[src/rtl/plot_arbiter.sv]
// plot_arbiter: burst-locked arbiter sharing the VGA pixel-write port among three requesters.
// Define PLOT_ARB_ROUND_ROBIN_EN for round-robin idle selection; otherwise fixed priority 0 > 1 > 2.
module plot_arbiter #(
  parameter int X_W          = 8,
  parameter int Y_W          = 7,
  parameter int C_W          = 3,
  parameter int MAX_X        = 160,
  parameter int MAX_Y        = 120,
  parameter int LOCK_TIMEOUT = 64
) (
  input  logic             clk,
  input  logic             reset_n,
  input  logic [2:0]       req_valid,
  input  logic [2:0]       req_last,
  input  logic [3*X_W-1:0] req_x,
  input  logic [3*Y_W-1:0] req_y,
  input  logic [3*C_W-1:0] req_colour,
  output logic [2:0]       req_ready,
  output logic [X_W-1:0]   x_out,
  output logic [Y_W-1:0]   y_out,
  output logic [C_W-1:0]   colour_out,
  output logic             plot,
  output logic [2:0]       gnt,
  output logic             busy,
  output logic             timeout_err
);

  localparam int CNT_W = $clog2(LOCK_TIMEOUT + 1);

  typedef enum logic {IDLE, LOCKED} state_t;

  state_t           state, state_nxt;
  logic [1:0]       owner, owner_nxt;
  logic [CNT_W-1:0] idle_cnt, idle_cnt_nxt;
  logic [1:0]       start, cand, sel, beat_id;
  logic             sel_any, accept, timeout_fire, in_range;
  logic [X_W-1:0]   beat_x;
  logic [Y_W-1:0]   beat_y;
  logic [C_W-1:0]   beat_c;

  function automatic logic [1:0] wrap3(input logic [2:0] v);
    return (v >= 3'd3) ? 2'(v - 3'd3) : v[1:0];
  endfunction

`ifdef PLOT_ARB_ROUND_ROBIN_EN
  logic [1:0] last_owner;

  // Resets to 2 so the first search starts at requester 0.
  always_ff @(posedge clk or negedge reset_n) begin
    if (!reset_n)
      last_owner <= 2'd2;
    else if ((accept && req_last[beat_id]) || timeout_fire)
      last_owner <= beat_id;
  end

  assign start = wrap3({1'b0, last_owner} + 3'd1);
`else
  assign start = 2'd0;
`endif

  // Scan from the farthest candidate back to start so the nearest valid one wins.
  always_comb begin
    // NOTE: every always_comb output gets a default first so no path can infer a latch.
    sel  = start;
    cand = 2'd0;
    for (int k = 2; k >= 0; k--) begin
      cand = wrap3({1'b0, start} + 3'(k));
      if (req_valid[cand]) sel = cand;
    end
  end

  assign sel_any = |req_valid;

  always_comb begin
    state_nxt    = state;
    owner_nxt    = owner;
    idle_cnt_nxt = idle_cnt;
    req_ready    = '0;
    timeout_fire = 1'b0;
    beat_id      = owner;
    case (state)
      IDLE: begin
        beat_id = sel;
        if (sel_any) begin
          req_ready = 3'b001 << sel;
          if (!req_last[sel]) begin
            state_nxt    = LOCKED;
            owner_nxt    = sel;
            idle_cnt_nxt = '0;
          end
        end
      end
      LOCKED: begin
        req_ready = 3'b001 << owner;
        if (req_valid[owner]) begin
          if (req_last[owner]) state_nxt = IDLE;
          else                 idle_cnt_nxt = '0;
        end else if (idle_cnt == CNT_W'(LOCK_TIMEOUT - 1)) begin
          // This idle cycle is the LOCK_TIMEOUT-th in a row.
          state_nxt    = IDLE;
          timeout_fire = 1'b1;
        end else begin
          idle_cnt_nxt = idle_cnt + 1'b1;
        end
      end
      default: state_nxt = IDLE;
    endcase
  end

  assign accept   = |(req_valid & req_ready);
  assign beat_x   = req_x[beat_id*X_W +: X_W];
  assign beat_y   = req_y[beat_id*Y_W +: Y_W];
  assign beat_c   = req_colour[beat_id*C_W +: C_W];
  assign in_range = ({1'b0, beat_x} < (X_W+1)'(MAX_X)) && ({1'b0, beat_y} < (Y_W+1)'(MAX_Y));

  always_ff @(posedge clk or negedge reset_n) begin
    if (!reset_n) begin
      state    <= IDLE;
      owner    <= 2'd0;
      idle_cnt <= '0;
    end else begin
      // NOTE: sequential state uses non-blocking assignments so every register samples pre-edge values.
      state    <= state_nxt;
      owner    <= owner_nxt;
      idle_cnt <= idle_cnt_nxt;
    end
  end

  // Clipped beats are still consumed; they just never raise plot.
  always_ff @(posedge clk or negedge reset_n) begin
    if (!reset_n) begin
      x_out       <= '0;
      y_out       <= '0;
      colour_out  <= '0;
      plot        <= 1'b0;
      timeout_err <= 1'b0;
    end else begin
      plot        <= accept && in_range;
      timeout_err <= timeout_fire;
      if (accept) begin
        x_out      <= beat_x;
        y_out      <= beat_y;
        colour_out <= beat_c;
      end
    end
  end

  assign busy = (state == LOCKED);
  assign gnt  = busy ? (3'b001 << owner) : 3'b000;

endmodule

[config.mk]
export PLATFORM = sky130hd
export DESIGN_NAME = plot_arbiter
export DESIGN_NICKNAME = d
export VERILOG_FILES = /design/src/rtl/plot_arbiter.sv
export SDC_FILE = /design/constraint.sdc
export NUM_CORES = 1
export LEC_CHECK = 0
export BUFFER_PORTS_ARGS = -buffer_cell sky130_fd_sc_hd__buf_2
export CAP_MARGIN = 15
export CELL_PAD_IN_SITES_DETAIL_PLACEMENT = 1
export CELL_PAD_IN_SITES_GLOBAL_PLACEMENT = 1
export CORE_ASPECT_RATIO = 1.75
export CORE_MARGIN = 5
export CORE_UTILIZATION = 36
export CTS_BUF_LIST = sky130_fd_sc_hd__clkbuf_2 sky130_fd_sc_hd__clkbuf_4 sky130_fd_sc_hd__clkbuf_8
export DETAILED_ROUTE_END_ITERATION = 7
export GPL_TIMING_DRIVEN = 0
export PLACE_DENSITY_LB_ADDON = 0.1
export SYNTH_ARGS = -nofsm -noshare
export SYNTH_HDL_FRONTEND = slang
export SYNTH_SLANG_ARGS = --single-unit
[constraint.sdc]
create_clock -name clk -period 2.03 [get_ports clk]
set_input_delay 0.1015 -clock clk [delete_from_list [all_inputs] [get_ports clk]]
set_output_delay 0.1015 -clock clk [all_outputs]
set_load 0.02 [all_outputs]
==> results of run 1 <==
-- registers in the layout, summed over array words and instances (netlist names) --
name and count:
owner 2, x_out 8, colour_out 3, plot 1, timeout_err 1, y_out 7
busy 1, idle_cnt 7
-- tightest hold or removal path, cell delays in order --
cell     delay, ns
buf_2         0.08
a22oi_2       0.07
a21oi_2       0.12
-- cells by family after synthesis --
logic type	count (synthesis)
fa+ha+maj	1
simple gates	63
compound gates	69
buf+inv	21
xor+xnor	1
flops	30
mux	21
-- worst max-delay path by stage --
stage / to / depth (start not counted) / start / slack (ns)
5_1_grt: req_ready[2] / 6 / owner[0] / 0.008
3_5_place_dp: y_out[2] / 8 / busy / 0.02
4_1_cts: req_ready[2] / 5 / busy / 0.007
6_report: y_out[2] / 7 / busy / 0.12
2_1_floorplan: x_out[0] / 7 / busy / 0.17
3_3_place_gp: y_out[5] / 8 / busy / 0.07
-- routing by layer --
metal / vias up / routed length, µm
met5: - / 0
met4: 0 / 31
met3: 4 / 266
met2: 55 / 3680
met1: 935 / 2220
li1: 941 / -
-- cell usage in the layout, fill, tap and decap left out, types with 2 or more instances in the layout --
cell,netlist,layout
buf_6,1,2
nand2_1,7,7
and3b_1,2,2
nor3b_2,2,2
mux2_1,3,3
clkinv_2,0,2
clkbuf_8,0,5
or3_1,3,3
a21oi_1,10,10
buf_4,3,3
o21ai_1,8,8
nand3_1,10,10
a21oi_2,10,10
nor2_1,20,20
and2_1,5,5
o211ai_1,2,2
dfrtp_1,30,29
clkbuf_4,0,2
o21ai_0,9,9
mux2_4,10,10
o22ai_1,2,2
a21o_1,2,2
nand2b_1,2,2
mux2i_1,8,8
a22oi_1,5,5
a22oi_2,10,10
inv_1,8,8
buf_2,6,93
nor2b_1,3,3
o21bai_1,2,2
-- cell type report --
| cell class | instances | area (µm²) | share of cell area, % |
|---|---|---|---|
| plain buffers | 12 | 97.6 | 3.59 |
| multi-input cells | 155 | 1170 | 43.1 |
| repair buffers | 90 | 458 | 16.9 |
| flip-flops and latches | 30 | 752 | 27.7 |
| inverters | 9 | 33.8 | 1.24 |
| clock inverters | 3 | 40.0 | 1.47 |
| clock buffers | 5 | 68.8 | 2.53 |
| well taps | 76 | 95.1 | 3.50 |
-- timing repair --
item                                   4_1_cts  5_1_grt
pin swaps                                    0        1
hold buffers                                 1        0
endpoints found under the hold margin       30        0
setup endpoints to repair                    1        5
resized for setup                            2        5
setup buffers                                0        1
gates cloned                                 0        0
-- through the flow --
| step | setup slack, ns | cells | utilization (%) | instance area (µm²) | hold slack [ns] |
|---|---|---|---|---|---|
| after global routing | 0.00795 | 380 | 49.0 | 2720 | 0.122 |
| after detailed placement | 0.0194 | 370 | 46.4 | 2570 | 0.195 |
| final | 0.124 | 380 | 49.0 | 2720 | 0.123 |
| after global placement | 0.0663 | 370 | 46.4 | 2570 | 0.204 |
| after CTS | 0.00666 | 379 | 48.7 | 2700 | 0.112 |
| after floorplan | 0.167 | 206 | - | 2030 | -0.194 |
-- power by group --
| part | internal (W) | switching [W] | leakage [nW] | total (W) |
|---|---|---|---|---|
| clock | 0.000361 | 0.000244 | 0.0579 | 0.000605 |
| sequential | 0.000861 | 0.000144 | 0.366 | 0.00100 |
| combinational | 0.00100 | 0.00147 | 0.880 | 0.00247 |
| total | 0.00222 | 0.00186 | 1.30 | 0.00408 |
==> impl_metrics.py, run 1 <==
metrics = {
    "hold_path": {
        "hp-class": "in2reg",
        "hold_path_startpoint": "req_y[14]",
        "holdPathStages": 3,
        "min_to": "y_out[0]",
    },
    "setup_path": {
        "r2r_start": "busy",
        "crit_path_start_kind": "register",
        "worst-path-buf-inv": 2,
        "rr_worst_depth": 7,
        "worstPathRequired_ns": 2.19,
        "cp_top_family": "simple AND/OR/NAND/NOR gates",
        "slowest_stage": "dfrtp_2",
        "cp_max_fo": 10,
        "r2r_end": "y_out[2]",
        "endpoint_kind": "register",
        "crit_chain": "or3b_1 > buf_6 > nand2_8 > buf_12 > mux2_4 > a22oi_2 > a21oi_2",
        "rrSetupSlack_ns": 0.12,
        "arrival_ns": 2.06,
        "slowest_delay_ns": 0.46,
        "crit_type": "reg2reg",
    },
    "timing": {
        "rsz0062_at_grt": "no",
        "max_freq_mhz": 525,
        "slew_violations": 0,
        "period_minus_slack_ns": 1.91,
        "maxSlewHeadroom_pct": 52.4,
        "worst_pin_slew_ns": 0.714,
        "finalHoldViolations": 0,
        "finClkSkew_ns": 0.00867,
        "final.setup.tns_ns": 0,
        "post-route-period-util_pct": 93.9,
        "setup_viol": 0,
    },
    "synthesis": {
        "ys_top_cells_by_count": "dfrtp_1 (30), nor2_1 (20)",
        "async_reset_ff_share_pct": 100,
        "synth_cell_type_count": 50,
        "synthAdderAreaFrac_pct": 0.615,
        "synth_most_common_cell": "dfrtp_1",
        "synth_area_um2": 2030,
        "syn_area_per_cell_um2": 9.87,
        "yosysWarnings": 0,
        "synth_seq_cells": 30,
        "yosysSeqAreaShare_pct": 36.9,
        "yosys-top-cells-area": "dfrtp_1 (37%), mux2_4 (7.4%), a22oi_2 (6.2%)",
        "syn_nets": 269,
        "synth_edf_count": 0,
        "synth_top_area_share_pct": 36.9,
        "synthXorXnorAreaFrac_pct": 0.431,
        "synth_mux_area_share_pct": 13.0,
        "synthSimpleGateAreaFrac_pct": 17.5,
        "synth_area_leader_cell": "dfrtp_1",
        "syn_inst": 206,
        "synth_top_family_by_area": "compound AO/OA/AOI/OAI gates",
        "synthFlopType": "dfrtp_1",
        "synth-compound-area-share_pct": 25.5,
    },
    "power": {
        "finalPower_w": 0.00408,
        "power_density_nw_per_um2": 1500,
        "ir_worst_vdd_mv": 0.874,
        "p_leak_nw": 1.30,
    },
    "die": {
        "ios": 89,
        "die_area_um2": 7310,
        "die_w_um": 66.8,
        "rows": 36,
        "initial_utilization_pct": 36.7,
        "fp.dieH_um": 109,
        "coreArea_um2": 5540,
    },
    "cells_and_area": {
        "drive_gt1_share_pct": 48.7,
        "area_delta_synth_final_pct": 33.5,
        "fin_nets": 366,
        "diodes": 0,
        "nFillCells": 704,
    },
    "detailed_routing": {
        "ant_nets": 0,
        "vias_per_cell": 5.09,
        "routed_wl_um": 6200,
        "drt-wirelength-per-cell_um": 16.3,
        "firstDrtPassIters": 4,
        "vias": 1935,
        "first_iter_violations": 80,
        "drc": 0,
    },
    "global_routing": {
        "first_global_vias": 2128,
        "grtUsageMet2_pct": 36.6,
        "grt_max_degree": 31,
        "grt_use_met3_pct": 3.99,
        "use_met1_pct": 17.9,
        "grt_pass1_wl_um": 9930,
        "grt-busiest-layer": "met2",
        "antenna_found_initial": 0,
        "grt_usage_pct": 18.1,
        "grt_overflow_total": 0,
    },
    "cts": {
        "cts.sinks": 30,
        "clock_tree.root_cell": "clkbuf_8",
        "cts_buffers": 5,
        "htree_levels": 2,
        "clkTransAtPathRegs_ns": 0.07,
        "clockBufferDepth": 2,
        "cts_tree": "built",
        "insertion_delay_ns": 0.28,
    },
    "place": {
        "portBuffers": 88,
        "gp_congestion": 0.758,
        "dp_hpwl_um": 5020,
    },
    "job": {
        "cap_violations": 0,
    },
    "run_status": {
        "status": "finished clean",
    },
}
(Power assumes the default switching activity.)
==> run 2: changes to the inputs <==
--- a/config.mk
+++ b/config.mk
@@ -11,7 +11,7 @@
 export CELL_PAD_IN_SITES_GLOBAL_PLACEMENT = 1
 export CORE_ASPECT_RATIO = 1.75
 export CORE_MARGIN = 5
-export CORE_UTILIZATION = 36
+export CORE_UTILIZATION = 32
 export CTS_BUF_LIST = sky130_fd_sc_hd__clkbuf_2 sky130_fd_sc_hd__clkbuf_4 sky130_fd_sc_hd__clkbuf_8
 export DETAILED_ROUTE_END_ITERATION = 7
 export GPL_TIMING_DRIVEN = 0
==> constraint.sdc (replaced) <==
create_clock -name clk -period 1.6 [get_ports clk]
set_input_delay 0.08 -clock clk [delete_from_list [all_inputs] [get_ports clk]]
set_output_delay 0.08 -clock clk [all_outputs]
set_load 0.02 [all_outputs]
==> run 2 against run 1 <==
Net effect: the run now ends with negative setup slack left; sequential cell count did not move; first-iteration DRC count fell by 18%; die area rose by 11%; global-route usage fell by 0.22 points; combinational power rose by 69%; non-clock buffer count rose by 29; setup slack got worse by 0.42 ns; register-to-register slack got worse by 0.42 ns; largest power group unchanged.
==> impl_metrics.py, run 2 (synthesis gave the netlist of run 1 again) <==
metrics = {
    "run_status": {
        "status": "complete, but fails checks",
        "failed_checks": "negative setup slack",
    },
    "cts": {
        "insertion_delay_ns": 0.29,
        "clkTransAtPathRegs_ns": 0.07,
        "cts_tree": "built",
        "clockBufferDepth": 2,
        "cts.sinks": 30,
        "clock_tree.root_cell": "clkbuf_8",
        "htree_levels": 2,
        "cts_buffers": 5,
    },
    "detailed_routing": {
        "drt-wirelength-per-cell_um": 16.9,
        "first_iter_violations": 66,
        "ant_nets": 0,
        "firstDrtPassIters": 4,
        "routed_wl_um": 6990,
        "vias_per_cell": 5.05,
        "vias": 2086,
        "drc": 0,
    },
    "setup_path": {
        "slowest_delay_ns": 0.45,
        "endpoint_kind": "register",
        "cp_max_fo": 5,
        "arrival_ns": 2.07,
        "crit_type": "reg2reg",
        "crit_path_start_kind": "register",
        "crit_chain": "or3b_4 > nand2_8 > buf_6 > mux2i_1 > a22oi_2 > o32a_1",
        "slowest_stage": "dfrtp_2",
        "worstPathRequired_ns": 1.77,
    },
    "timing": {
        "max_freq_mhz": 526,
        "final.setup.tns_ns": -3.94,
        "layout_setup_ws_ns": -0.299,
        "post-route-period-util_pct": 119,
        "finClkSkew_ns": 0.00167,
        "maxSlewHeadroom_pct": 52.7,
        "period_minus_slack_ns": 1.90,
        "finalHoldViolations": 0,
        "setup_viol": 26,
        "slew_violations": 0,
        "worst_pin_slew_ns": 0.710,
        "rsz0062_at_grt": "yes",
    },
    "cells_and_area": {
        "multi_input_area_um2": 1260,
        "regMostFlops": "x_out",
        "finalNonFillerCells": 413,
        "largest_registers": "x_out: 8 flops, idle_cnt: 7 flops, y_out: 7 flops",
        "area_delta_synth_final_pct": 54.8,
        "largest_reg_flops": 8,
        "mostFrequentLayoutCell": "buf_2",
        "fin_nets": 395,
        "drive_gt1_share_pct": 57.7,
        "layout_common_cells": "buf_2 (86), dfrtp_1 (29), buf_4 (24)",
        "regArea_um2": 752,
        "diodes": 0,
        "nFillCells": 746,
    },
    "die": {
        "die_area_um2": 8110,
        "coreArea_um2": 6180,
        "initial_utilization_pct": 32.9,
        "rows": 38,
        "fp.dieH_um": 115,
        "die_w_um": 70.3,
        "ios": 89,
    },
    "global_routing": {
        "grt_overflow_total": 0,
        "antenna_found_initial": 0,
        "grt_pass1_wl_um": 11400,
        "grt_max_degree": 31,
        "grt_usage_pct": 17.8,
        "first_global_vias": 2313,
    },
    "power": {
        "power_density_nw_per_um2": 1950,
        "p_leak_nw": 1.50,
        "ir_worst_vdd_mv": 0.975,
    },
    "place": {
        "portBuffers": 88,
        "dp.cells": 374,
        "dp_hpwl_um": 5130,
        "gp_congestion": 0.749,
    },
    "hold_path": {
        "hp-class": "in2reg",
    },
    "job": {
        "cap_violations": 0,
    },
}
## run 2: cell types whose count changed in the layout (fill, tap and decap cells not counted), sizes merged
cell	delta
buf	+29
bufinv	-1
clkbuf	+1
clkinv	-1
clkinvlp	+1
## run 2: metrics by stage
| step | total power (W) | cell area (µm²) | utilization [%] | hold slack [ns] | setup slack (ns) |
|---|---|---|---|---|---|
| floorplan | 0.00364 | 2070 | - | -0.216 | -0.220 |
| global placement | 0.00451 | 2610 | 42.2 | 0.174 | -0.313 |
| detailed placement | 0.00457 | 2610 | 42.2 | 0.177 | -0.334 |
| CTS | 0.00586 | 3010 | 48.6 | 0.0842 | -0.310 |
| global route | 0.00655 | 3150 | 50.9 | 0.103 | -0.351 |
| finish | 0.00612 | 3150 | 50.9 | 0.0906 | -0.299 |
## run 2: routing by layer
| metal | vias to the layer above | GRT usage, % | routed length (µm) |
|---|---|---|---|
| met3 | 17 | 3.65 | 346 |
| met5 | - | 0 | 0 |
| met4 | 0 | 8.44 | 223 |
| li1 | 1001 | - | - |
| met2 | 68 | 34.4 | 3910 |
| met1 | 1000 | 17.9 | 2510 |
## run 2: what timing repair did
item | 4_1_cts | 5_1_grt
setup buffers | 18 | 12
gates resized for setup | 28 | 19
setup endpoints to repair | 29 | 28
cloned | 2 | 0
hold buffers | 1 | 0
hold endpoints to repair | 30 | 0
pin swaps | 8 | 17
## run 2: path summary, 6_finish.rpt
check / start / to / slack [ns] / cells past startpoint
min: req_colour[7] / colour_out[1] / 0.09 / 3
min reg2reg: x_out[7] / x_out[7] / 0.51 / 2
max: busy / plot / -0.30 / 6
max in group asynchronous: reset_n / busy / 0.71 / 2
max reg2reg: busy / plot / -0.30 / 6
min in group asynchronous: reset_n / colour_out[1] / 0.39 / 2
## run 2: cell type report
cell class | instances | area share [%]
Inverter | 9 | 1.07
Sequential cell | 30 | 23.9
Multi-Input combinational cell | 155 | 40.1
Buffer | 11 | 5.05
Clock inverter | 2 | 0.397
Tap cell | 80 | 3.18
Timing Repair Buffer | 120 | 23.6
Clock buffer | 6 | 2.62
## run 2: worst max-delay path, delay by kind of cell (launching register included)
kind	cells	cell delay (ns)
simple gates	2	0.55
flops	1	0.45
compound gates	2	0.44
mux	1	0.22
buf+inv	1	0.13
## run 2: where the power goes
| group | switching (W) | internal (W) |
|---|---|---|
| Combinational | 0.00215 | 0.00203 |
| Clock | 0.000312 | 0.000345 |
| Sequential | 0.000198 | 0.00109 |
==> run 3: changes to the inputs <==
--- a/config.mk
+++ b/config.mk
@@ -16,6 +16,7 @@
 export DETAILED_ROUTE_END_ITERATION = 7
 export GPL_TIMING_DRIVEN = 0
 export PLACE_DENSITY_LB_ADDON = 0.1
+export REMOVE_ABC_BUFFERS = 1
 export SYNTH_ARGS = -nofsm -noshare
 export SYNTH_HDL_FRONTEND = slang
 export SYNTH_SLANG_ARGS = --single-unit
==> constraint.sdc (replaced) <==
create_clock -name clk -period 1.6 [get_ports clk]
set_input_delay 0.08 -clock clk [delete_from_list [all_inputs] [get_ports clk]]
set_output_delay 0.08 -clock clk [all_outputs]
set_load 0.1 [all_outputs]
==> run 3 against run 2 <==
Net effect: the flow still finishes with violations (negative setup slack); clock-buffer cell count shrank 1; sequential share of layout area shrank 0.10 points; clock skew grew 0.0039 ns; final cell count shrank 1.9%; critical path depth is the same; via count shrank 1.2%; cell area grew 0.76%; first-iteration DRC count shrank 47%; register-to-register slack gained 0.07 ns; fmax grew 3.8%; non-clock buffer count shrank 10; hold slack lost 0.0023 ns; critical endpoint is now x_out[0].
==> impl_metrics.py, run 3 (synthesis gave the netlist of run 1 again) <==
metrics = {
    "place": {
        "portBuffers": 88,
        "gp_congestion": 0.758,
        "dp.cells": 364,
        "dp_hpwl_um": 4820,
    },
    "cts": {
        "insertion_delay_ns": 0.29,
        "cts.sinks": 30,
        "clockBufferDepth": 2,
        "cts_tree": "built",
        "htree_levels": 2,
        "cts_buffers": 5,
        "clock_tree.root_cell": "clkbuf_8",
        "clkTransAtPathRegs_ns": 0.07,
    },
    "setup_path": {
        "rrSetupSlack_ns": -0.23,
        "arrival_ns": 2.00,
        "cp_max_fo": 7,
        "endpoint_kind": "register",
        "worstPathRequired_ns": 1.77,
        "crit_type": "reg2reg",
        "rr_worst_depth": 6,
        "startpoint": "busy",
        "crit_path_start_kind": "register",
        "r2r_end": "x_out[0]",
        "r2r_start": "busy",
        "crit_end": "x_out[0]",
    },
    "cells_and_area": {
        "finalNonFillerCells": 405,
        "mostFrequentLayoutCell": "buf_2",
        "fin_nets": 387,
        "drive_gt1_share_pct": 62.5,
        "largest_registers": "x_out: 8 flops, idle_cnt: 7 flops, y_out: 7 flops",
        "largest_reg_flops": 8,
        "area_delta_synth_final_pct": 56.0,
        "nFillCells": 737,
        "regMostFlops": "x_out",
        "diodes": 0,
        "layout_common_cells": "buf_2 (82), dfrtp_1 (27), buf_4 (25)",
    },
    "die": {
        "die_area_um2": 8110,
        "coreArea_um2": 6180,
        "initial_utilization_pct": 32.9,
        "fp.dieH_um": 115,
        "ios": 89,
        "rows": 38,
        "die_w_um": 70.3,
    },
    "timing": {
        "timing.hold.ws_ns": 0.0883,
        "slew_violations": 0,
        "finClkSkew_ns": 0.00553,
        "setup_viol": 29,
        "layout_setup_ws_ns": -0.229,
        "max_freq_mhz": 547,
        "worst_pin_slew_ns": 0.704,
        "period_minus_slack_ns": 1.83,
        "rsz0062_at_grt": "yes",
        "post-route-period-util_pct": 114,
        "maxSlewHeadroom_pct": 53.1,
        "finalHoldViolations": 0,
    },
    "detailed_routing": {
        "firstDrtPassIters": 4,
        "first_iter_violations": 35,
        "drt-wirelength-per-cell_um": 17.4,
        "ant_nets": 0,
        "routed_wl_um": 7070,
        "vias": 2060,
        "vias_per_cell": 5.09,
        "drc": 0,
    },
    "global_routing": {
        "grt_pass1_wl_um": 11800,
        "grt_max_degree": 31,
        "first_global_vias": 2317,
        "grt_overflow_total": 0,
        "antenna_found_initial": 0,
        "grt_usage_pct": 18.4,
    },
    "hold_path": {
        "hold_path_startpoint": "req_x[18]",
        "hp-class": "in2reg",
    },
    "run_status": {
        "status": "complete, but fails checks",
        "failed_checks": "negative setup slack",
    },
    "job": {
        "cap_violations": 0,
    },
}
-- run 3: changes by cell type in the layout (fill, tap and decap cells not counted), sizes merged --
cell	before	now
or2	2	3
clkinv	1	2
clkbuf	8	6
bufinv	0	1
nand2	9	10
clkinvlp	1	0
buf	128	119
-- run 3: worst max-delay path: stages (launching register included) --
cell and delay [ns]:
dfrtp_2 0.47, or3b_4 0.47, nand2_8 0.12, buf_6 0.10
mux2_4 0.29, a22oi_2 0.17, a21oi_2 0.08
-- run 3: routing by layer --
| layer | share of wire (%) | vias up | GRT usage, % | wire (µm) |
|---|---|---|---|---|
| met5 | 0 | - | 0 | 0 |
| met4 | 1.9 | 0 | 6.78 | 131 |
| met3 | 5.1 | 13 | 4.08 | 357 |
| met2 | 56 | 66 | 35.3 | 3990 |
| met1 | 37 | 994 | 19.3 | 2590 |
| li1 | - | 987 | - | - |
-- run 3: what timing repair did --
| action | in CTS | in global routing |
|---|---|---|
| endpoints found under the setup margin | 33 | 33 |
| hold buffers | 1 | 0 |
| gates cloned | 2 | 0 |
| pin swaps | 15 | 9 |
| hold endpoints to repair | 30 | 0 |
| resized for setup | 45 | 23 |
| buffers inserted | 24 | 6 |
-- run 3: cell type report --
| type | count | area [µm²] | share of cell area (%) |
|---|---|---|---|
| clock buffers | 5 | 68.8 | 2.17 |
| clock inverters | 3 | 40.0 | 1.26 |
| inverters | 9 | 33.8 | 1.07 |
| multi-input cells | 157 | 1360 | 42.9 |
| flip-flops and latches | 30 | 754 | 23.8 |
| well taps | 80 | 100 | 3.16 |
| repair buffers | 121 | 815 | 25.7 |
-- run 3: metrics by stage --
stage	util (%)	setup TNS [ns]	setup WS (ns)	area, µm²
2_1_floorplan	-	-53.03	-2.44	1950
3_3_place_gp	40.2	-21.56	-1.39	2490
3_5_place_dp	41.0	-15.74	-0.985	2530
4_1_cts	48.8	-3.84	-0.210	3020
5_1_grt	51.3	-5.94	-0.311	3170
6_report	51.3	-3.74	-0.229	3170
-- run 3: worst min path at each step --
stage               endpoint  slack, ns  depth (start not counted)
5_1_grt        colour_out[1]        0.1                          3
4_1_cts             x_out[0]       0.08                          3
3_5_place_dp   colour_out[2]       0.18                          1
3_3_place_gp        x_out[1]       0.18                          1
6_report            x_out[2]       0.09                          3
2_1_floorplan           busy      -0.22                          0
Power of run 3 is not shown: default switching activity piles up to over one toggle a cycle in this logic, so the estimate is an artifact.
